## src/rtl/csr_trap_ctrl_pkg.sv

```systemverilog
// Shared CSR-file constants, trap FSM state type and mstatus update helpers
// used by the trap controller and its counter incrementers.
package ZICSRType;

    localparam int XLEN      = 32;
    localparam int CSR_COUNT = 9;

    localparam int CSR_MSTATUS   = 0;
    localparam int CSR_MTVEC     = 1;
    localparam int CSR_MEPC      = 2;
    localparam int CSR_MCAUSE    = 3;
    localparam int CSR_MTVAL     = 4;
    localparam int CSR_MCYCLE    = 5;
    localparam int CSR_MCYCLEH   = 6;
    localparam int CSR_MINSTRET  = 7;
    localparam int CSR_MINSTRETH = 8;

    localparam int MSTATUS_MIE    = 3;
    localparam int MSTATUS_MPIE   = 7;
    localparam int MSTATUS_MPP_LO = 11;

    localparam logic [1:0] MTVEC_MODE_VECTORED = 2'b01;

    typedef enum logic [1:0] {
        IDLE,
        TRAP_COMMIT,
        MRET_COMMIT,
        REDIRECT
    } trapState;

    function automatic logic [XLEN-1:0] mstatus_on_trap(input logic [XLEN-1:0] s);
        logic [XLEN-1:0] v;
        v                       = s;
        v[MSTATUS_MPIE]         = s[MSTATUS_MIE];
        v[MSTATUS_MIE]          = 1'b0;
        v[MSTATUS_MPP_LO +: 2]  = 2'b11;
        return v;
    endfunction

    function automatic logic [XLEN-1:0] mstatus_on_mret(input logic [XLEN-1:0] s);
        logic [XLEN-1:0] v;
        v                       = s;
        v[MSTATUS_MIE]          = s[MSTATUS_MPIE];
        v[MSTATUS_MPIE]         = 1'b1;
        v[MSTATUS_MPP_LO +: 2]  = 2'b11;
        return v;
    endfunction

endpackage

```

## src/rtl/csr_trap_ctrl_counter_inc.sv

```systemverilog
// One performance counter's increment: low half always, high half on low-half
// wrap (32-bit only); a software write to any counter suppresses the update.
module csr_counter_inc
    import ZICSRType::*;
#(
    parameter bit ENABLE = 1'b1
) (
    input  logic            i_inc,
    input  logic            i_sw_write,
    input  logic [XLEN-1:0] i_lo,
    input  logic [XLEN-1:0] i_hi,
    output logic            o_lo_we,
    output logic            o_hi_we,
    output logic [XLEN-1:0] o_lo_data,
    output logic [XLEN-1:0] o_hi_data
);

    logic w_go;
    logic w_lo_wrap;

    assign w_go      = ENABLE && i_inc && !i_sw_write;
    assign w_lo_wrap = (i_lo == '1);
    assign o_lo_we   = w_go;
    assign o_lo_data = i_lo + XLEN'(1);

    generate
        if (XLEN == 32) begin : g_split
            assign o_hi_we   = w_go && w_lo_wrap;
            assign o_hi_data = i_hi + XLEN'(1);
        end else begin : g_flat
            assign o_hi_we   = 1'b0;
            assign o_hi_data = '0;
        end
    endgenerate

endmodule

```

## src/rtl/csr_trap_ctrl.sv

```systemverilog
// Machine-mode trap entry / mret sequencer and counter driver for the CSR file's
// internal write port. Write enables/data are combinational; all else registered.
module csr_trap_ctrl
    import ZICSRType::*;
#(
    parameter bit VECTORED_EN = 1'b1,
    parameter bit COUNTERS_EN = 1'b1
) (
    input  logic                           clk,
    input  logic                           reset,
    input  logic                           TrapReq,
    input  logic                           TrapIsInt,
    input  logic [XLEN-2:0]                TrapCause,
    input  logic [XLEN-1:0]                TrapPC,
    input  logic [XLEN-1:0]                TrapVal,
    input  logic                           MretReq,
    input  logic                           InstrRetired,
    input  logic                           CounterSwWrite,
    input  logic [CSR_COUNT-1:0][XLEN-1:0] csr_values,
    output logic [CSR_COUNT-1:0]           InternalWriteEn,
    output logic [CSR_COUNT-1:0][XLEN-1:0] InternalWriteData,
    output logic                           RedirectValid,
    output logic [XLEN-1:0]                RedirectPC,
    input  logic                           RedirectReady,
    output logic                           Busy
);

    trapState        r_state;
    trapState        w_state_next;
    logic            r_is_int;
    logic [XLEN-2:0] r_cause;
    logic [XLEN-1:0] r_pc;
    logic [XLEN-1:0] r_val;
    logic [XLEN-1:0] r_redirect_pc;
    logic            r_redirect_valid;
    logic            r_busy;

    logic [XLEN-1:0] w_mtvec;
    logic [XLEN-1:0] w_base;
    logic [XLEN-1:0] w_vec_off;
    logic            w_vectored;
    logic [XLEN-1:0] w_trap_target;

    logic            w_cyc_lo_we;
    logic            w_cyc_hi_we;
    logic [XLEN-1:0] w_cyc_lo_data;
    logic [XLEN-1:0] w_cyc_hi_data;
    logic            w_ret_lo_we;
    logic            w_ret_hi_we;
    logic [XLEN-1:0] w_ret_lo_data;
    logic [XLEN-1:0] w_ret_hi_data;

    always_comb begin
        w_state_next = r_state;
        case (r_state)
            IDLE: begin
                if (TrapReq) begin
                    w_state_next = TRAP_COMMIT;
                end else if (MretReq) begin
                    w_state_next = MRET_COMMIT;
                end
            end
            TRAP_COMMIT: w_state_next = REDIRECT;
            MRET_COMMIT: w_state_next = REDIRECT;
            REDIRECT: begin
                if (RedirectReady) begin
                    w_state_next = IDLE;
                end
            end
            default: w_state_next = IDLE;
        endcase
    end

    // Vector offset is cause<<2 kept to XLEN bits, so the cause MSBs fall off.
    assign w_mtvec       = csr_values[CSR_MTVEC];
    assign w_base        = {w_mtvec[XLEN-1:2], 2'b00};
    assign w_vec_off     = {r_cause[XLEN-3:0], 2'b00};
    assign w_vectored    = VECTORED_EN && (w_mtvec[1:0] == MTVEC_MODE_VECTORED) && r_is_int;
    assign w_trap_target = w_vectored ? (w_base + w_vec_off) : w_base;

    always_ff @(posedge clk or posedge reset) begin
        if (reset) begin
            r_state          <= IDLE;
            r_is_int         <= 1'b0;
            r_cause          <= '0;
            r_pc             <= '0;
            r_val            <= '0;
            r_redirect_pc    <= '0;
            r_redirect_valid <= 1'b0;
            r_busy           <= 1'b0;
        end else begin
            r_state          <= w_state_next;
            r_busy           <= (w_state_next != IDLE);
            r_redirect_valid <= (w_state_next == REDIRECT);
            if (r_state == IDLE && TrapReq) begin
                r_is_int <= TrapIsInt;
                r_cause  <= TrapCause;
                r_pc     <= TrapPC;
                r_val    <= TrapVal;
            end
            if (r_state == TRAP_COMMIT) begin
                r_redirect_pc <= w_trap_target;
            end else if (r_state == MRET_COMMIT) begin
                r_redirect_pc <= csr_values[CSR_MEPC];
            end
        end
    end

    csr_counter_inc #(
        .ENABLE (COUNTERS_EN)
    ) u_mcycle (
        .i_inc      (1'b1),
        .i_sw_write (CounterSwWrite),
        .i_lo       (csr_values[CSR_MCYCLE]),
        .i_hi       (csr_values[CSR_MCYCLEH]),
        .o_lo_we    (w_cyc_lo_we),
        .o_hi_we    (w_cyc_hi_we),
        .o_lo_data  (w_cyc_lo_data),
        .o_hi_data  (w_cyc_hi_data)
    );

    csr_counter_inc #(
        .ENABLE (COUNTERS_EN)
    ) u_minstret (
        .i_inc      (InstrRetired),
        .i_sw_write (CounterSwWrite),
        .i_lo       (csr_values[CSR_MINSTRET]),
        .i_hi       (csr_values[CSR_MINSTRETH]),
        .o_lo_we    (w_ret_lo_we),
        .o_hi_we    (w_ret_hi_we),
        .o_lo_data  (w_ret_lo_data),
        .o_hi_data  (w_ret_hi_data)
    );

    // Reset gates the write port so no CSR is touched while the sequence is abandoned.
    always_comb begin
        InternalWriteEn   = '0;
        InternalWriteData = '0;
        if (!reset) begin
            case (r_state)
                TRAP_COMMIT: begin
                    InternalWriteEn[CSR_MEPC]      = 1'b1;
                    InternalWriteEn[CSR_MCAUSE]    = 1'b1;
                    InternalWriteEn[CSR_MTVAL]     = 1'b1;
                    InternalWriteEn[CSR_MSTATUS]   = 1'b1;
                    InternalWriteData[CSR_MEPC]    = {r_pc[XLEN-1:2], 2'b00};
                    InternalWriteData[CSR_MCAUSE]  = {r_is_int, r_cause};
                    InternalWriteData[CSR_MTVAL]   = r_val;
                    InternalWriteData[CSR_MSTATUS] = mstatus_on_trap(csr_values[CSR_MSTATUS]);
                end
                MRET_COMMIT: begin
                    InternalWriteEn[CSR_MSTATUS]   = 1'b1;
                    InternalWriteData[CSR_MSTATUS] = mstatus_on_mret(csr_values[CSR_MSTATUS]);
                end
                default: ;
            endcase
            InternalWriteEn[CSR_MCYCLE]      = w_cyc_lo_we;
            InternalWriteEn[CSR_MCYCLEH]     = w_cyc_hi_we;
            InternalWriteEn[CSR_MINSTRET]    = w_ret_lo_we;
            InternalWriteEn[CSR_MINSTRETH]   = w_ret_hi_we;
            InternalWriteData[CSR_MCYCLE]    = w_cyc_lo_data;
            InternalWriteData[CSR_MCYCLEH]   = w_cyc_hi_data;
            InternalWriteData[CSR_MINSTRET]  = w_ret_lo_data;
            InternalWriteData[CSR_MINSTRETH] = w_ret_hi_data;
        end
    end

    assign RedirectValid = r_redirect_valid;
    assign RedirectPC    = r_redirect_pc;
    assign Busy          = r_busy;

endmodule

```

## config.mk

```make
export PLATFORM = sky130hd
export DESIGN_NAME = csr_trap_ctrl
export DESIGN_NICKNAME = d
export VERILOG_FILES = /design/src/rtl/csr_trap_ctrl_pkg.sv /design/src/rtl/csr_trap_ctrl_counter_inc.sv /design/src/rtl/csr_trap_ctrl.sv
export SDC_FILE = /design/constraint.sdc
export NUM_CORES = 1
export LEC_CHECK = 0
export ABC_AREA = 0
export ABC_CLOCK_PERIOD_IN_PS = 7100
export BUFFER_PORTS_ARGS = -buffer_cell sky130_fd_sc_hd__buf_4
export CAP_MARGIN = 20
export CORE_AREA = 3 3 281 283
export CTS_BUF_LIST = sky130_fd_sc_hd__clkbuf_2 sky130_fd_sc_hd__clkbuf_4 sky130_fd_sc_hd__clkbuf_8
export CTS_CLUSTER_SIZE = 25
export DETAILED_ROUTE_END_ITERATION = 7
export DIE_AREA = 0 0 284 286
export GPL_TIMING_DRIVEN = 0
export HOLD_SLACK_MARGIN = 0.02
export SLEW_MARGIN = 25
export SYNTH_ARGS = -nofsm -noshare
export SYNTH_HDL_FRONTEND = slang
export SYNTH_SLANG_ARGS = --single-unit
export TNS_END_PERCENT = 1
```

## constraint.sdc

```tcl
create_clock -name clk -period 7.1 [get_ports clk]
set_input_delay 1.065 -clock clk [delete_from_list [all_inputs] [get_ports clk]]
set_output_delay 1.065 -clock clk [all_outputs]
set_load 0.1 [all_outputs]
```

==> flow_summary.toml <==
[status]
status = "complete, no violations"

[place]
place.detailed.hpwl_mm = 60.1
placement.io_buffers = 617
place_congestion = 0.989
post-place-ws_ns = 2.50

[timing]
final_count_of_negative_setup_slack_endpoints = 0
slew_headroom = 0.355
post-route-period-util = 0.705
final.setup_skew_ns = 0.0289
report.final.slew_viol_count = 0
fmax_mhz = 200
rsz0062_at_grt = "false"
worst_hold_slack_ns = 0.505
finalWorstSetupSlack_ns = 2.09
final-hold-violation-count = 0
timing_worst_slew_pin_value_ns = 0.968
timing.final.crit_period_ns = 5.01

[floorplan]
floorplan.io_pins = 722
placeableCoreArea_sq_mm = 0.0770
cell_row_count = 102
die_h_um = 286
effective_utilization_at_floorplan = 0.143
fp.dieW_um = 284
die_area_sq_mm = 0.0812

[routing]
1st_pass_router_iterations = 5
drcViolationCount = 0
wirelength_mm = 69.2
route.antenna.remaining_nets = 0
routed_wire_length_per_instance_um = 22.5
drt-initial-drc-count = 581
vias_per_cell = 4.06
num_vias = 12400

[cells_and_area]
post_route_cells_drive_above_1_share = 0.410
nNetsFinal = 2426
multi_input_combinational_cell_area_sq_mm = 0.00719
final_core_util = 0.228
areaGrowthSynthToFinish_pct = 59.9
final-seq-area_sq_mm = 0.00325
nFillCells = 8710

[cts]
numCtsBuffers = 17
cts_repair_resize_count = 0
clock_insertion_delay_worst_skew_ns = 0.54
cts_sinks = 130
htree_num_levels = 4
maximum_count_of_clock_buffers_along_a_single_path = 2
cts.reportedPaths.clkPinSlew_ns = 0.09
cts.hold.buffers_added = 0
clock-root-buffer = "sky130_fd_sc_hd__clkbuf_8"
post-cts-setup-buffer-count = 0
cts_tree = "yes"

[logic_synthesis]
post_synth_instance_area_sq_mm = 0.0110
synth_sequential_area_ratio = 0.296
synth-async-reset-ratio = 1.00
netlist_instances = 1324
synthesis.yosys.warnings = 0
synth.distinct_cells = 63
synth-edff-count = 0
syn_area_per_cell_sq_um = 8.29
ys_ff_latch = 130
ys_dominant_reg_cell = "sky130_fd_sc_hd__dfrtp_1"

[pwr]
leakage_nw = 8.03
power-per-cell-area_mw_per_mm2 = 423
vdd_ir_drop_max_v = 0.000211

[global_route]
antenna_found_initial = 36
first_global_vias = 12700
wire_length_of_the_first_global_routing_pass_mm = 95.2
grt_start_max_net_pins = 69
global_route.usage.total = 0.165
overall_overflow_remaining_after_global_route = 0

[worst_setup_path]
reg_to_reg_critical_path_startpoint = "r_cause[0]$_DFFE_PP0P_"
r2r_setup_slack_ns = 3.90
endpoint_kind_of_the_worst_setup_timing_path = "primary output"
crit_cells = 9
reg2regPathDepth = 9
crit_path_max_fanout = 11
worstPathCellList = "inv_1, ha_1, clkbuf_1, nor2b_1, o21a_1, clkbuf_1, clkbuf_1, and2_1, buf_4"
cpPeakStageDelay_ns = 0.55
worstSetupEndpoint = "InternalWriteData[18]"
critical_path.most_common_cell = "sky130_fd_sc_hd__clkbuf_1"
required_ns = 6.03
critical_path.top_delay_family = "buffers and inverters"
start_kind = "flip-flop"
setup.worst_path.start = "r_state[1]$_DFF_PP0_"
critPathSlowestCell = "sky130_fd_sc_hd__clkbuf_1"
worst-setup-path-type = "reg -> out"
cp_num_buf_inv = 5
critical_path_data_arrival_time_ns = 3.94
crit-reg2reg-capture = "RedirectPC[14]$_DFFE_PP0N_"

[job]
drv_cap = 0

[hold_path]
min_path_type = "reg -> reg"
[flip-flops by register name (all words and copies together), names as in the netlist]
register / cells
r_pc: 30
RedirectValid: 1
r_val: 32
r_cause: 31
Busy: 1
RedirectPC: 32
r_state: 2
r_is_int: 1
[synth_stat cells, types with 33 or more instances]
cell / n / area, sq um
sky130_fd_sc_hd__xnor2_1: 48 / 420
sky130_fd_sc_hd__o21ai_0: 60 / 300
sky130_fd_sc_hd__nand4_1: 33 / 206
sky130_fd_sc_hd__xor2_1: 80 / 701
sky130_fd_sc_hd__and2_1: 130 / 813
sky130_fd_sc_hd__mux2_2: 96 / 1080
sky130_fd_sc_hd__nand2_1: 100 / 375
sky130_fd_sc_hd__buf_4: 39 / 293
sky130_fd_sc_hd__clkbuf_1: 55 / 206
sky130_fd_sc_hd__a21oi_1: 71 / 355
sky130_fd_sc_hd__ha_1: 38 / 475
sky130_fd_sc_hd__nor2_1: 139 / 522
sky130_fd_sc_hd__dfrtp_1: 130 / 3250
sky130_fd_sc_hd__nand3_1: 48 / 240
[worst reg2reg max path, delay by kind of cell, from the launching register on]
kind / cells / cell delay, ns
XOR/XNOR: 1 / 0.46
adder cells (fa/ha/maj): 2 / 0.51
AND/OR/NAND/NOR: 1 / 0.14
flip-flops: 1 / 0.39
AO/OA/AOI/OAI: 5 / 1.60
[where the power goes]
group	internal, mW	leakage [nW]	total (mW)	switching (mW)
Sequential	1.13	1.53	1.40	0.274
Combinational	1.44	6.31	5.33	3.89
Clock	0.263	0.194	0.709	0.445
Total	2.83	8.03	7.44	4.61
[area by class of cell]
class	instances	area share
diodes	21	0.00299
plain buffers	105	0.0316
clock buffers	17	0.0133
clock inverters	15	0.00962
inverters	30	0.00684
multi-input cells	1093	0.410
flip-flops and latches	130	0.185
well taps	1040	0.0741
repair buffers	619	0.267
[stage by stage]
step / instances / TNS [ns] / power [mW] / area (sq um)
floorplan: 1358 / 0 / 5.21 / 11100
global placement: 3015 / -93.35 / 6.77 / 17000
detailed placement: 3017 / 0 / 6.82 / 17100
CTS: 3049 / 0 / 7.59 / 17500
global route: 3065 / 0 / 7.89 / 17600
finish: 3070 / 0 / 7.44 / 17600
[layer usage]
layer | GRT usage | up-vias | part of all wire
met5 | 0 | - | 0.00074
met4 | 0.0714 | 6 | 0.038
met3 | 0.0491 | 99 | 0.080
met2 | 0.299 | 579 | 0.51
met1 | 0.178 | 5925 | 0.37
li1 | - | 5840 | -
[how the worst min path moves through the flow]
| stage | startpoint | to | cells past startpoint |
|---|---|---|---|
| 2_1_floorplan | r_cause[30]$_DFFE_PP0P_ | r_cause[30]$_DFFE_PP0P_ | 1 |
| 3_3_place_gp | r_pc[28]$_DFFE_PP0P_ | r_pc[28]$_DFFE_PP0P_ | 1 |
| 3_5_place_dp | r_val[22]$_DFFE_PP0P_ | r_val[22]$_DFFE_PP0P_ | 1 |
| 4_1_cts | r_pc[19]$_DFFE_PP0P_ | r_pc[19]$_DFFE_PP0P_ | 1 |
| 5_1_grt | r_pc[16]$_DFFE_PP0P_ | r_pc[16]$_DFFE_PP0P_ | 1 |
| 6_report | r_val[27]$_DFFE_PP0P_ | r_val[27]$_DFFE_PP0P_ | 1 |
[kinds of logic after synthesis]
| group | share of synthesized area |
|---|---|
| xor+xnor | 0.102 |
| compound gates | 0.118 |
| fa+ha+maj | 0.0451 |
| simple gates | 0.274 |
| buf+inv | 0.0604 |
| other cells | 0.000341 |
| mux | 0.104 |
| flops | 0.296 |
[cells in the final DEF (no fill, tap or decap), types with 7 or more instances in the layout]
master / instances
sky130_fd_sc_hd__a21o_1: 7
sky130_fd_sc_hd__a21oi_1: 71
sky130_fd_sc_hd__and2_1: 130
sky130_fd_sc_hd__and3_1: 28
sky130_fd_sc_hd__and4_1: 13
sky130_fd_sc_hd__buf_2: 8
sky130_fd_sc_hd__buf_4: 656
sky130_fd_sc_hd__clkbuf_1: 52
sky130_fd_sc_hd__clkbuf_8: 17
sky130_fd_sc_hd__conb_1: 35
sky130_fd_sc_hd__dfrtp_1: 130
sky130_fd_sc_hd__diode_2: 21
sky130_fd_sc_hd__ha_1: 38
sky130_fd_sc_hd__inv_1: 28
sky130_fd_sc_hd__mux2_2: 96
sky130_fd_sc_hd__nand2_1: 100
sky130_fd_sc_hd__nand3_1: 48
sky130_fd_sc_hd__nand4_1: 33
sky130_fd_sc_hd__nor2_1: 139
sky130_fd_sc_hd__nor2b_1: 25
sky130_fd_sc_hd__nor3_1: 14
sky130_fd_sc_hd__o211ai_1: 11
sky130_fd_sc_hd__o21a_1: 9
sky130_fd_sc_hd__o21ai_0: 60
sky130_fd_sc_hd__o21ai_1: 15
sky130_fd_sc_hd__or3_1: 18
sky130_fd_sc_hd__xnor2_1: 48
sky130_fd_sc_hd__xor2_1: 80
Note: power is estimated with default switching activity, not from simulation.
